$ cat config.mk
export PLATFORM = sky130hd
export DESIGN_NAME = axi_lite_rd_master
export DESIGN_NICKNAME = d
export VERILOG_FILES = /design/src/rtl/axi_lite_pkg.sv /design/src/rtl/rsp_hold_reg.sv /design/src/rtl/axi_lite_rd_master.sv
export SDC_FILE = /design/constraint.sdc
export NUM_CORES = 1
export LEC_CHECK = 0
export CAP_MARGIN = 15
export CORE_MARGIN = 1.5
export CORE_UTILIZATION = 35
export CTS_BUF_LIST = sky130_fd_sc_hd__clkbuf_16
export CTS_CLUSTER_DIAMETER = 150
export CTS_CLUSTER_SIZE = 25
export DETAILED_ROUTE_END_ITERATION = 8
export DONT_BUFFER_PORTS = 1
export HOLD_SLACK_MARGIN = 0.12
export PLACE_DENSITY = 0.54
export REMOVE_ABC_BUFFERS = 1
export SYNTH_ARGS = -nofsm -noshare
export SYNTH_HDL_FRONTEND = slang
export SYNTH_HIERARCHICAL = 1
export SYNTH_SLANG_ARGS = --single-unit
$ cat constraint.sdc
create_clock -name clk -period 2.22 [get_ports clk]
set_input_delay 0.333 -clock clk [delete_from_list [all_inputs] [get_ports clk]]
set_output_delay 0.333 -clock clk [all_outputs]
set_load 0.01 [all_outputs]
$ cat src/rtl/axi_lite_pkg.sv
// axi_lite_pkg: shared state encoding and constants for the AXI4-Lite read master.
package axi_lite_pkg;
   typedef enum logic [1:0] {IDLE, ADDR, DATA, RESP} state_t;
   localparam int DATA_W = 32;
   localparam logic [1:0] ALIGN_MASK = 2'b11;
   localparam logic [DATA_W-1:0] ERR_DATA = 32'h0;
   function automatic logic word_aligned(input logic [1:0] lsb);
      return (lsb & ALIGN_MASK) == 2'b00;
   endfunction
endpackage

$ cat src/rtl/rsp_hold_reg.sv
// rsp_hold_reg: one-entry response buffer, holds data/err until the core takes it.
module rsp_hold_reg
   import axi_lite_pkg::*;
(
   input  logic              clk,
   input  logic              rst_n,
   input  logic              i_load,
   input  logic [DATA_W-1:0] i_data,
   input  logic              i_err,
   input  logic              i_ready,
   output logic              o_valid,
   output logic [DATA_W-1:0] o_data,
   output logic              o_err
);
   logic              r_valid;
   logic [DATA_W-1:0] r_data;
   logic              r_err;

   always_ff @(posedge clk or negedge rst_n) begin
      if (!rst_n) begin
         r_valid <= 1'b0;
         r_data  <= '0;
         r_err   <= 1'b0;
      end else if (i_load) begin
         r_valid <= 1'b1;
         r_data  <= i_data;
         r_err   <= i_err;
      end else if (r_valid && i_ready) begin
         r_valid <= 1'b0;
      end
   end

   assign o_valid = r_valid;
   assign o_data  = r_data;
   assign o_err   = r_err;
endmodule

$ cat src/rtl/axi_lite_rd_master.sv
// axi_lite_rd_master: single-outstanding AXI4-Lite read initiator with local
// misalignment rejection and a sticky bus-stall watchdog.
module axi_lite_rd_master
   import axi_lite_pkg::*;
#(
   parameter int ADDR_W  = 32,
   parameter int TIMEOUT = 256
) (
   input  logic              clk,
   input  logic              rst_n,
   input  logic              req_valid,
   input  logic [ADDR_W-1:0] req_addr,
   output logic              req_ready,
   output logic              rsp_valid,
   output logic [DATA_W-1:0] rsp_data,
   output logic              rsp_err,
   input  logic              rsp_ready,
   output logic [ADDR_W-1:0] m_araddr,
   output logic              m_arvalid,
   input  logic              m_arready,
   input  logic [DATA_W-1:0] m_rdata,
   input  logic              m_rvalid,
   output logic              m_rready,
   output logic              timeout,
   output logic              busy
);
   localparam int CNT_W = $clog2(TIMEOUT + 1);
   localparam logic [CNT_W-1:0] WD_MAX = CNT_W'(TIMEOUT);

   state_t            r_state;
   logic              r_req_ready;
   logic              r_busy;
   logic              r_arvalid;
   logic [ADDR_W-1:0] r_araddr;
   logic [CNT_W-1:0]  r_wd_cnt;
   logic              r_timeout;
   logic              w_accept;
   logic              w_misaligned;
   logic              w_rsp_load;
   logic              w_rsp_err;
   logic [DATA_W-1:0] w_rsp_data;
   logic              w_on_bus;

   assign w_accept     = (r_state == IDLE) && r_req_ready && req_valid;
   assign w_misaligned = !word_aligned(req_addr[1:0]);
   // Slaves drop rvalid on seeing rready, so rready only ever follows rvalid.
   assign m_rready     = m_rvalid && (r_state == DATA);
   assign w_rsp_load   = (w_accept && w_misaligned) || m_rready;
   assign w_rsp_data   = m_rready ? m_rdata : ERR_DATA;
   assign w_rsp_err    = !m_rready;
   assign w_on_bus     = (r_state == ADDR) || (r_state == DATA);

   always_ff @(posedge clk or negedge rst_n) begin
      if (!rst_n) begin
         r_state     <= IDLE;
         r_req_ready <= 1'b0;
         r_busy      <= 1'b0;
         r_arvalid   <= 1'b0;
         r_araddr    <= '0;
         r_wd_cnt    <= '0;
         r_timeout   <= 1'b0;
      end else begin
         case (r_state)
            IDLE: begin
               r_req_ready <= 1'b1;
               if (w_accept) begin
                  r_req_ready <= 1'b0;
                  r_busy      <= 1'b1;
                  if (w_misaligned) begin
                     r_state <= RESP;
                  end else begin
                     r_state   <= ADDR;
                     r_araddr  <= req_addr;
                     r_arvalid <= 1'b1;
                     r_wd_cnt  <= '0;
                  end
               end
            end
            ADDR: if (m_arready) begin
               r_arvalid <= 1'b0;
               r_state   <= DATA;
            end
            DATA: if (m_rvalid) r_state <= RESP;
            RESP: if (rsp_ready) begin
               r_state     <= IDLE;
               r_req_ready <= 1'b1;
               r_busy      <= 1'b0;
            end
            default: begin
               r_state     <= IDLE;
               r_req_ready <= 1'b0;
               r_busy      <= 1'b0;
               r_arvalid   <= 1'b0;
            end
         endcase
         // Watchdog only flags the stall; the transaction keeps waiting.
         if (w_on_bus && r_wd_cnt != WD_MAX) begin
            r_wd_cnt <= r_wd_cnt + CNT_W'(1);
            if (r_wd_cnt + CNT_W'(1) == WD_MAX) r_timeout <= 1'b1;
         end
      end
   end

   rsp_hold_reg u_rsp (
      .clk     (clk),
      .rst_n   (rst_n),
      .i_load  (w_rsp_load),
      .i_data  (w_rsp_data),
      .i_err   (w_rsp_err),
      .i_ready (rsp_ready),
      .o_valid (rsp_valid),
      .o_data  (rsp_data),
      .o_err   (rsp_err)
   );

   assign req_ready = r_req_ready;
   assign busy      = r_busy;
   assign m_arvalid = r_arvalid;
   assign m_araddr  = r_araddr;
   assign timeout   = r_timeout;
endmodule

==> metrics.txt <==
worst-margin pin slew=0.411 ns; Synth area leader=dfrtp_1; mux cell area share after synthesis=0.157; status=finished, violations left; period utilization=0.905; # IOs=141; fillers=slightly above 1000; drt total wl=approximately 8700 um; Min-Delay Path Class=in -> async; cts bufs inserted=9; register area share after synthesis=0.523; Setup crit start kind=flop; FF/Latch Area=2030 sq um; vias per inst=5.07; first-pass GRT wire length=13700 um; antenna viol nets, final=0; routability congestion estimate=0.738; Worst Path Arrival=2.23 ns; Peak VDD IR=approximately 570 uV; CP endpoint kind=flop; Site Rows=38; post-CTS setup buffer count=0; root buf cell=clkbuf_16; GRT Overall Usage=0.151; ys async rst share=1.00; Synth Area in Compound Gates=0.0429; IO Port Bufs=0; most frequent cells in the layout=102 x nand2_1, 81 x dfrtp_1, 34 x and3_1; Yosys Warn Count=6; unrepaired setup endpoints after global routing=no; total chip power=6.57 mW; DRC=0; final instance area=4570 sq um; clk_skew=0.00637 ns; Final Non-Filler Cells=520; DR vias=2634; power per cell area=1440 nW/um^2; clk slew on worst S/H paths=0.06 ns; final hold slack=-0.308 ns; hpwl dp=5750 um; Worst Path Max Fanout=6; total iterations of the first detailed-routing run=4; number of antenna diodes=0; initial antenna violation count=0; Post-synth EDFFs=0; post-synthesis xor/xnor area fraction=0.00904; Cell variety after synth=39; share of cells above drive strength 1=0.176; core area=about 11000 sq um; Post-Synth Adder-Cell Area=0.0258; Initial Util=0.358; Synth Area in Simple Gates=0.194; Sink Count=just over 80; Setup violations, final=0; H-tree levels=3; Cells after DPL=479; relative max-transition margin=0.725; TritonCTS clock tree=yes; WS Path Type=reg -> reg; main combinational cell family by area after synthesis=simple AND/OR/NAND/NOR gates; clk_lat worst skew=0.33 ns; most common cell after layout, fill and taps aside=nand2_1; vias in the first global route=2735; DIE AREA=between 10000 and 15000 sq um; grt ovf=0; Gates resized, CTS repair=0; required time of the worst setup path=2.44 ns; DRT iter0 DRCs=121; drt wl/cell=~17 um; clock period minus final worst setup slack=between 2 and 2.5 ns; largest cells by area after synthesis=dfrtp_1 52%, mux2_4 11%, nand2_1 9.9%; die height=108 um; failing checks=hold timing; Layout Nets=454; area of the multi-input gates=1680 sq um; P&R area growth vs syn=17.9%; Slew Viols, Final=0; DP Area=4000 sq um; max_cap viols=0; synthesis-stage register bit count=81; Hold Fails Final Rpt=81; top_reg_cell synth=dfrtp_1; largest net degree at the start of global routing=82; FMAX=498 MHz; CTS Hold Bufs=26; Synth top area share=0.523; cell count after synthesis=353; syn avg cell area=11.0 sq um; Syn Std Cell Area=between 3000 and 4000 sq um; CTS max path bufs=2; leakage=between 2 and 2.5 nW; die width=108 um
-- path summary, 6_finish.rpt --
| kind | slack, ns | cells after the start | to | startpoint |
|---|---|---|---|---|
| min in group clk | 0.12 | 2 | m_araddr[2] | req_addr[2] |
| worst max-delay path | 0.21 | 5 | r_wd_cnt[4] | r_state[0] |
| max in group asynchronous | 2.39 | 0 | m_araddr[29] | rst_n |
| worst min-delay path | -0.31 | 0 | u_rsp/o_data[17] | rst_n |
| worst max register to register | 0.21 | 5 | r_wd_cnt[4] | r_state[0] |
| worst min register to register | 0.54 | 1 | timeout | timeout |
-- report_power, final --
group / switching [mW] / internal [mW] / leakage [nW]
Sequential: 0.897 / 2.14 / 1.06
Combinational: 0.903 / 1.08 / 1.14
Clock: 0.576 / 0.972 / 0.145
Total: 2.38 / 4.19 / 2.34
-- Yosys cell counts (2+ instances only) --
library cell and n:
nand2_1 102, dfrtp_1 81, and3_1 34, mux2_4 29, clkbuf_1 12, inv_1 9
mux2_2 9, ha_1 8, mux2i_1 7, nor2_1 7, o21ai_0 6, a22o_1 4
buf_2 4, nor3_1 4, a21oi_1 3, and2_1 3, buf_12 3, nand3_1 3
xnor2_1 3, buf_6 2, nor4b_2 2
-- per-stage QoR --
step / worst slack, ns / utilization / setup TNS, ns
after global routing: 0.0976 / 0.421 / 0
after floorplan: -2.88 / - / -96.37
after detailed placement: 0.245 / 0.369 / 0
final: 0.212 / 0.421 / 0
after CTS: 0.218 / 0.421 / 0
after global placement: 0.334 / 0.369 / 0
-- layout make-up --
cell class,instances,share of cell area
flip-flops and latches,81,0.444
multi-input cells,241,0.367
repair buffers,34,0.0756
clock buffers,9,0.0493
well taps,140,0.0383
clock inverters,6,0.0184
inverters,9,0.00740
-- routing by layer --
layer  up-vias  routed length, um  track usage
met4         0                133       0.0536
met5         -                  0            0
li1       1223                  -            -
met2       126               3990        0.244
met3        13                839       0.0536
met1      1272               3730        0.186
-- state kept, by name (all words and copies together), names as in the netlist --
signal         cells
u_rsp/o_err        1
u_rsp/o_valid      1
r_state            2
m_arvalid          1
r_wd_cnt           9
m_araddr          32
req_ready          1
busy               1
timeout            1
u_rsp/o_data      32
-- critical path, cell delays in order (launching register included) --
cell      delay (ns)
dfrtp_1         0.40
inv_1           0.10
ha_1            0.37
a21boi_2        0.41
mux2_2          0.39
a22o_1          0.23
-- cells by family (layout without fill, tap and decap cells) --
logic type	Yosys count	in the layout
AND/OR/NAND/NOR	161	161
buffers and inverters	31	58
flip-flops	81	81
XOR/XNOR	4	4
AO/OA/AOI/OAI	23	23
adder cells (fa/ha/maj)	8	8
multiplexers	45	45
(Power assumes the default switching activity.)
